`src/rtl/cpu24_pkg.sv`:
```
// rtl/cpu24_pkg.sv - shared types and constants for the CPU24 fetch stage
package cpu24_pkg;

    localparam int ADDR_W_DEF = 32;
    localparam int DATA_W_DEF = 32;
    localparam logic [31:0] INSTR_NOP = 32'h0;

    typedef enum logic [1:0] {
        ST_IDLE = 2'd0,
        ST_WAIT = 2'd1,
        ST_HOLD = 2'd2,
        ST_DROP = 2'd3
    } fetch_state_t;

    function automatic logic word_aligned(input logic [1:0] lsb);
        return lsb == 2'b00;
    endfunction

endpackage

```
`src/rtl/fetch_timeout_cnt.sv`:
```
// rtl/fetch_timeout_cnt.sv - saturating watchdog counter for outstanding fetches
module fetch_timeout_cnt #(
    parameter int TIMEOUT = 255
) (
    input  logic clk,
    input  logic rst,
    input  logic clr,
    input  logic en,
    output logic expired
);
    localparam int CNT_W = $clog2(TIMEOUT + 1);
    localparam logic [CNT_W-1:0] LIMIT = CNT_W'(TIMEOUT);

    logic [CNT_W-1:0] cnt_q;

    always_ff @(posedge clk or negedge rst) begin
        if (!rst) begin
            cnt_q <= '0;
        end else if (clr) begin
            cnt_q <= '0;
        end else if (en && cnt_q != LIMIT) begin
            cnt_q <= cnt_q + 1'b1;
        end
    end

    // Flags on the same edge the count reaches LIMIT, so the error lands with it.
    assign expired = (cnt_q == LIMIT) || (en && !clr && cnt_q == LIMIT - 1'b1);

endmodule

```
`src/rtl/instr_fetch.sv`:
```
// rtl/instr_fetch.sv - instruction fetch stage: PC sample, memory req/ack, IR handshake to decode
module instr_fetch
    import cpu24_pkg::*;
#(
    parameter int ADDR_W  = ADDR_W_DEF,
    parameter int DATA_W  = DATA_W_DEF,
    parameter int TIMEOUT = 255
) (
    input  logic              clk,
    input  logic              rst,
    input  logic [ADDR_W-1:0] pc,
    input  logic              flush,
    output logic              mem_req,
    output logic [ADDR_W-1:0] mem_addr,
    input  logic              mem_ack,
    input  logic [DATA_W-1:0] mem_rdata,
    output logic [DATA_W-1:0] instr,
    output logic [ADDR_W-1:0] instr_pc,
    output logic              instr_valid,
    input  logic              instr_ready,
    output logic              pc_advance,
    output logic              fetch_err,
    output logic [15:0]       fetch_count
);
    fetch_state_t      state_q;
    logic              mem_req_q;
    logic [ADDR_W-1:0] mem_addr_q;
    logic [DATA_W-1:0] instr_q;
    logic [ADDR_W-1:0] instr_pc_q;
    logic              instr_valid_q;
    logic              fetch_err_q;
    logic [15:0]       fetch_count_q;

    logic pc_aligned;
    logic wd_clr;
    logic wd_en;
    logic wd_expired;

    assign pc_aligned = word_aligned(pc[1:0]);

    // Watchdog restarts when a request is issued and again when a flush turns WAIT into DROP.
    assign wd_clr = (state_q == ST_IDLE && pc_aligned) ||
                    (state_q == ST_WAIT && flush && !mem_ack);
    assign wd_en  = (state_q == ST_WAIT || state_q == ST_DROP) && !mem_ack;

    fetch_timeout_cnt #(
        .TIMEOUT (TIMEOUT)
    ) u_timeout (
        .clk     (clk),
        .rst     (rst),
        .clr     (wd_clr),
        .en      (wd_en),
        .expired (wd_expired)
    );

    always_ff @(posedge clk or negedge rst) begin
        if (!rst) begin
            state_q       <= ST_IDLE;
            mem_req_q     <= 1'b0;
            mem_addr_q    <= '0;
            instr_q       <= DATA_W'(INSTR_NOP);
            instr_pc_q    <= '0;
            instr_valid_q <= 1'b0;
            fetch_err_q   <= 1'b0;
            fetch_count_q <= 16'd0;
        end else begin
            case (state_q)
                ST_IDLE: begin
                    if (pc_aligned) begin
                        mem_req_q  <= 1'b1;
                        mem_addr_q <= pc;
                        state_q    <= ST_WAIT;
                    end else begin
                        fetch_err_q <= 1'b1;
                    end
                end
                ST_WAIT: begin
                    if (mem_ack) begin
                        mem_req_q <= 1'b0;
                        if (flush) begin
                            state_q <= ST_IDLE;
                        end else begin
                            instr_q       <= mem_rdata;
                            instr_pc_q    <= mem_addr_q;
                            instr_valid_q <= 1'b1;
                            state_q       <= ST_HOLD;
                        end
                    end else if (flush) begin
                        state_q <= ST_DROP;
                    end
                end
                ST_HOLD: begin
                    if (flush) begin
                        instr_valid_q <= 1'b0;
                        state_q       <= ST_IDLE;
                    end else if (instr_ready) begin
                        instr_valid_q <= 1'b0;
                        fetch_count_q <= fetch_count_q + 16'd1;
                        state_q       <= ST_IDLE;
                    end
                end
                ST_DROP: begin
                    if (mem_ack) begin
                        mem_req_q <= 1'b0;
                        state_q   <= ST_IDLE;
                    end
                end
                default: state_q <= ST_IDLE;
            endcase
            if (wd_expired) begin
                fetch_err_q <= 1'b1;
            end
        end
    end

    assign mem_req     = mem_req_q;
    assign mem_addr    = mem_addr_q;
    assign instr       = instr_q;
    assign instr_pc    = instr_pc_q;
    assign instr_valid = instr_valid_q;
    assign pc_advance  = instr_valid_q & instr_ready;
    assign fetch_err   = fetch_err_q;
    assign fetch_count = fetch_count_q;

endmodule

```
`config.mk`:
```
export PLATFORM = sky130hd
export DESIGN_NAME = instr_fetch
export DESIGN_NICKNAME = d
export VERILOG_FILES = /design/src/rtl/cpu24_pkg.sv /design/src/rtl/fetch_timeout_cnt.sv /design/src/rtl/instr_fetch.sv
export SDC_FILE = /design/constraint.sdc
export NUM_CORES = 1
export LEC_CHECK = 0
export BUFFER_PORTS_ARGS = -buffer_cell sky130_fd_sc_hd__buf_4
export CAP_MARGIN = 20
export CORE_UTILIZATION = 40
export DETAILED_ROUTE_END_ITERATION = 10
export GPL_ROUTABILITY_DRIVEN = 0
export PLACE_DENSITY = 0.73
export SYNTH_ARGS = -nofsm -noshare
export SYNTH_HDL_FRONTEND = slang
export SYNTH_SLANG_ARGS = --single-unit
```
`constraint.sdc`:
```
create_clock -name clk -period 2.6 [get_ports clk]
set_clock_uncertainty 0.15 [all_clocks]
set_input_delay 0.52 -clock clk [delete_from_list [all_inputs] [get_ports clk]]
set_output_delay 0.52 -clock clk [all_outputs]
set_load 0.05 [all_outputs]
```
# ---- Yosys cells after proc, flatten, opt, wreduce, memory -nomap -nowiden
# Index checks and enable logic that the tools add are counted.
dict set report totals {
  mem_bits_ro 0
  latch_bits 0
  word_cells 74
  output_inout_bits 116
  n_memories 0
  inputBits 69
  ramBits 0
  ff_bits 125
}
dict set report classes {
  n_shift 0
  order_cmp 0
  mux 21
  n_div 0
  bitwise 2
  mul 0
  addsub 2
  reduce_logical 26
  eq_ne 14
}
# cell n
set ops {}
lappend ops {{16-bit by 1-bit adder with 16-bit output (second input constant)} 1}
lappend ops {{8-bit equality test (second input constant)} 2}
lappend ops {{8-bit two-way mux} 2}
lappend ops {{2-bit two-way mux} 7}
lappend ops {{1-bit two-way mux} 9}
lappend ops {{3-bit AND reduction} 3}
lappend ops {{8-bit by 1-bit adder with 8-bit output (second input constant)} 1}
lappend ops {{2-bit inequality test (second input constant)} 4}
lappend ops {{8-bit inequality test (second input constant)} 1}
lappend ops {{2-bit case mux with 4 select lines} 1}
lappend ops {{4-bit AND reduction} 2}
lappend ops {{2-bit nonzero test} 4}
lappend ops {{1-bit logical AND} 7}
lappend ops {{3-bit inequality test (second input constant)} 2}
lappend ops {{2-bit equality test (second input constant)} 2}
lappend ops {{2-bit logical NOT} 2}
lappend ops {{2-bit by 1-bit inequality test with 1-bit output (second input constant)} 2}
lappend ops {{1-bit case mux with 2 select lines} 2}
lappend ops {{2-bit AND reduction} 2}
lappend ops {{1-bit logical OR} 3}
lappend ops {{2-bit by 1-bit equality test with 1-bit output (second input constant)} 1}
lappend ops {{1-bit logical NOT} 2}
lappend ops {{2-bit OR reduction} 1}
lappend ops {{1-bit AND} 1}
lappend ops {{1-bit NOT} 1}

# ---- Depth between registers and ports, before layout
dict set report depth {
  ltp_word 10
  depth_mapped 6
  depth_no_buf 5
}

# ---- By module
# Synthesis repeated with hierarchy kept, for this count alone.
dict set report hier_totals {
  hier_cells 348
  hier_area_um2 5053.6
}
# module seq_area_each_um2 area_each_um2 n_inst cells_each
set by_module_without_submodules {}
lappend by_module_without_submodules {instr_fetch 2927.8 4515.6 1 293}
lappend by_module_without_submodules {fetch_timeout_cnt 200.2 538.0 1 55}

# ---- Worst setup path after synthesis
# No wires, ideal clock.
dict set report synth_path {
  path_type {flip-flop to output port}
  from {register instr_valid_q (netlist: instr_valid)}
  to {output pc_advance}
  stages_incl_launch_ff 2
  slack_ns 0.801
  arrival_time_ns 1.129
  path_buffers 0
  required_ns 1.930
  path_cell_list {dfrtp_1 -> and2_1}
}
dict set report synth_between {
  elab_chain_cells 1
}
# element line
set synth_rtl {}
lappend synth_rtl {{start, declared} instr_fetch.sv:30} ;# logic instr_valid_q;
lappend synth_rtl {{start signal, assigned} instr_fetch.sv:63} ;# instr_valid_q <= 1'b0;
lappend synth_rtl {{start signal, assigned} instr_fetch.sv:85} ;# instr_valid_q <= 1'b1;
lappend synth_rtl {{start signal, assigned} instr_fetch.sv:94} ;# instr_valid_q <= 1'b0;
lappend synth_rtl {{1-bit AND} instr_fetch.sv:121} ;# assign pc_advance = instr_valid_q & instr_ready;
lappend synth_rtl {{end, declared} instr_fetch.sv:21} ;# output logic pc_advance,
# No other way between the ends.

# ---- Final worst setup path
dict set report layout_path {
  from {register state_q[0]}
  to {register instr_q[18] (netlist: instr[18])}
}
dict set report layout_between {
  elab_chain_cells 2
}
# element line
set layout_rtl {}
lappend layout_rtl {{start, declared} instr_fetch.sv:25} ;# fetch_state_t state_q;
lappend layout_rtl {{start signal, assigned} instr_fetch.sv:58} ;# state_q <= ST_IDLE;
lappend layout_rtl {{start signal, assigned} instr_fetch.sv:72} ;# state_q <= ST_WAIT;
lappend layout_rtl {{start signal, assigned} instr_fetch.sv:81} ;# state_q <= ST_IDLE;
lappend layout_rtl {{2-bit by 1-bit equality test with 1-bit output} instr_fetch.sv:67} ;# case (state_q)
lappend layout_rtl {{3-bit AND reduction (no source line)} -}
lappend layout_rtl {{end signal, assigned} instr_fetch.sv:61} ;# instr_q <= DATA_W'(INSTR_NOP);
lappend layout_rtl {{end signal, assigned} instr_fetch.sv:83} ;# instr_q <= mem_rdata;
lappend layout_rtl {{end, declared} instr_fetch.sv:28} ;# logic [DATA_W-1:0] instr_q;
# No other way between the ends.
# A chain may end at the register's enable or synchronous reset.

==> results.txt <==
The min-delay analysis places its worst path in the category in -> reg. Dividing the detail-routed via count by the number of cells gives 4.82. Yosys instantiated no cell more often than dfrtp_1.

The maximum frequency from static timing analysis came out at between 500 and 600 MHz. The number of I/O pins came out at approximately 190. Across all hold checks on the routed design, the worst slack comes to 194 ps. The share of the Yosys chip area taken by registers is 0.624. The TritonCTS clock tree is built. The maximum vdd drop came out at 0.801 mV.

The pin count of the biggest net entering global routing is 67. Dividing the final minimum period by the clock period gives 0.730. In this run the most critical hold path is launched from pc[14]. The number of different library cells used by synthesis comes to 32. The buffer count from post-CTS setup fixing came out at 0. Global routing finished with a remaining overflow of 0. The clock edge transition at the registers on the reported setup and hold paths is 60 ps. The max-slew violation count is 0. The standard-cell row count is 40. The cell-internal power came out at 5.51 mW. The power density over the cells is 1340 mW/mm^2. The synthesized instance count came out at around 340. The net switching power of the design came out at 4.09 mW. The register area came out at 0.00313 mm^2. The multi-input combinational cells in the finished layout cover a total of 0.00174 mm^2.

The combinational power share is 0.443. The total negative slack is 0 ps. For the worst-skew pair, the clock arrives at the later sink with an insertion delay of 410 ps. The clock tree root buffer cell is clkbuf_16. The first global-routing pass estimated between 15000 and 20000 um of wire. The worst register-to-register path ends at instr[18]. The Yosys warning count is 0. Measured on the finished design, the core utilization comes to 0.592. The commonest cells after synthesis are dfrtp_1 (125), mux2_2 (95), xnor2_1 (18), nor2_1 (12), nand2_1 (8).

The vias after detailed routing came out at 3419. The headroom to the max-slew limit is 0.719. The fraction of registers with async set/reset is 1.00. For met1 alone, demand over resource in global routing was 0.201. The critical path in this run is classified as reg -> reg. By area, the combinational part of the netlist is dominated by multiplexers. The worst setup path is launched from a register. Dividing the synthesized area by the synthesized cell count gives 15.0 um^2. The count of non-filler cells in the finished layout came out at 710. The highest net fanout along the worst path is 20. The number of cells on the worst reg-to-reg path is 3. At the pin with the least slew margin, the transition time is 421 ps. The count of maximum capacitance violations came out at 0.

The sum of net half-perimeters after detailed placement came out at 7550 um. For this run, the detailed router's first-pass iteration total came to 6. The initial cell density of the core is 0.414.

Clock tree synthesis inserted a total of 17 buffers. The DRC marker count from the first detailed-route iteration came out at 128. The worst setup slack after layout is 701 ps. After layout, the minimum clock period comes to 1900 ps. The number of diodes added for antenna fixing came out at 0. The standard cell area after detailed placement came out at 0.00656 mm^2. After floorplanning, the core was sized to cover between 0.01 and 0.015 mm^2.

The total wire length came out at 10800 um. The number of enable-type register cells in the synthesized netlist came out at 0. The switching power share of the total came out at 0.426. Of the total power, registers draw 0.314. In the global route stage, overall resource usage came out at 0.176. The count of cells along the worst hold path is 2. Sorting the synthesized cells by area gives the leading types as dfrtp_1 (62%), mux2_2 (21%), xnor2_1 (3.1%), buf_6 (1.3%), buf_4 (0.90%).

The portion of total power attributed to the clock network came out at 0.242. The maximum number of buffers from clock root to sink is 2. The synthesized flop and latch total is 125. The area added between synthesis and finish came out at 43.1%. The floorplan die height came out at 114 um. The arrival time of the worst setup path came out at 2030 ps. The multiplexer share of the synthesized area came out at 0.213. The total of endpoints with negative setup slack in the final report came out at 0. The register-to-register setup slack came out at between 700 and 800 ps. The met3 demand-to-capacity share in global routing came out at 0.0584. The share of the synthesized netlist area taken by xor and xnor gates came out at 0.0367. Setup repair after global routing left no endpoint under its margin.

For the worst setup path, the data required time is 2730 ps. The total number of clock tree sinks is 125. The minimum setup slack after placement came out at ~620 ps.

The area share of the largest cell type after synthesis is 0.624. The number of antenna violations at the first check in global routing is 0. The remaining number of nets flagged by the antenna check after routing is 0. The worst register-to-register path begins at state_q[0].

The fill cell instance count of the final layout is 998. The number of nets produced by synthesis came out at 407. The overall power after layout is about 9.6 mW. The mapped netlist covers 0.00501 mm^2. The total count of hold-check failures in the final report is 0. The flow ran to the end, and the final reports show no timing, DRC or antenna violations. The leakage power total is 3.37 nW.

In this run, placement finished with an instance count of between 600 and 700. The share of the synthesized area in compound gates (AO/OA/AOI/OAI) is 0.0250. Measured along the x axis, the die boundary spans 114 um. The floorplan die area came out at about 0.013 mm^2.

The met2 global-route usage is 0.300. The simple-gate share of the synthesized area is 0.0639. For this run, the leading register cell type out of synthesis is dfrtp_1.

The share of layout cells above drive strength 1 is 0.587. The net count of the finished layout is 601. The number of global-route vias before repair is 3561. Of the total synthesized cell area, the portion taken by full adders, half adders and majority gates is 0.00749. For this run, design rule violations remaining after detail routing come to 0. The cell area after layout came out at 0.00717 mm^2. The post-synthesis cell type with the largest combined area is dfrtp_1. The port buffer count is roughly 180. The category of the worst setup path capture point is a register. The destination of the worst hold path is mem_addr[14]. The H-tree generated during clock tree synthesis spans 4 levels. The highest-utilization routing layer at the global route stage is met2. The average wire per cell in the routed design is 15.2 um.
## logic make-up (layout without fill, tap and decap cells)
family / Yosys count / after routing
buf+inv: 20 / 227
simple gates: 55 / 55
compound gates: 16 / 16
flops: 125 / 125
fa+ha+maj: 3 / 3
mux: 95 / 95
xor+xnor: 21 / 21
## layer usage
layer / up-vias / routed length [um]
met3: 16 / 772
met1: 1701 / 4380
met4: 0 / 180
met5: - / 0
met2: 132 / 5440
li1: 1570 / -
## timing repair
item / in CTS / in global routing
hold buffers: 1 / 0
endpoints found under the setup margin: 0 / 0
endpoints found under the hold margin: 58 / 0
resized for setup: 0 / 0
## critical path: stages (launching register included)
cell and delay, ps:
dfrtp_1 590, and4_2 350, buf_4 300, mux2_2 380
## power by group through the flow
| stage | Clock [mW] | Combinational [mW] | Sequential, mW |
|---|---|---|---|
| after floorplan | 0 | 0.709 | 5.21 |
| after global placement | 0 | 4.24 | 3.01 |
| after detailed placement | 0 | 4.29 | 3.05 |
| after CTS | 2.39 | 4.30 | 3.02 |
| after global routing | 2.48 | 4.43 | 3.11 |
| final | 2.33 | 4.25 | 3.02 |
## flip-flops by register name, summed over array words and instances (netlist names)
signal and flops:
state_q 2, instr_pc 32, fetch_count 16, fetch_err 1, instr 32, mem_addr 32
mem_req 1, u_timeout.cnt_q 8, instr_valid 1
## layout make-up
| cell class | instances | share of cell area |
|---|---|---|
| Clock inverter | 9 | 0.0154 |
| Timing Repair Buffer | 190 | 0.206 |
| Multi-Input combinational cell | 190 | 0.242 |
| Sequential cell | 125 | 0.436 |
| Clock buffer | 23 | 0.0680 |
| Tap cell | 168 | 0.0293 |
| Inverter | 5 | 0.00262 |
## placed cells by master, fill, tap and decap left out, drive strengths merged, types with 2 or more instances in the layout
master,Yosys,layout
and3,6,6
nand3,7,7
dfrtp,125,125
nor3,3,3
xor2,3,3
ha,3,3
clkinvlp,0,3
clkbuf,0,23
mux2,95,95
a211oi,5,5
nor2b,3,3
nand2b,2,2
xnor2,18,18
inv,5,5
buf,15,189
nand2,8,8
bufinv,0,2
and4,4,4
nor2,12,12
clkinv,0,4
o21ai,5,5
nand4,5,5
## how the worst max path moves through the flow
stage,startpoint,to,cells after the start
2_1_floorplan,instr_valid,pc_advance,1
3_3_place_gp,flush,instr[24],5
3_5_place_dp,flush,instr[21],5
4_1_cts,state_q[0],fetch_count[15],4
5_1_grt,state_q[0],fetch_count[15],4
6_report,state_q[0],instr[18],3
Power figures use the tool's default switching activity.
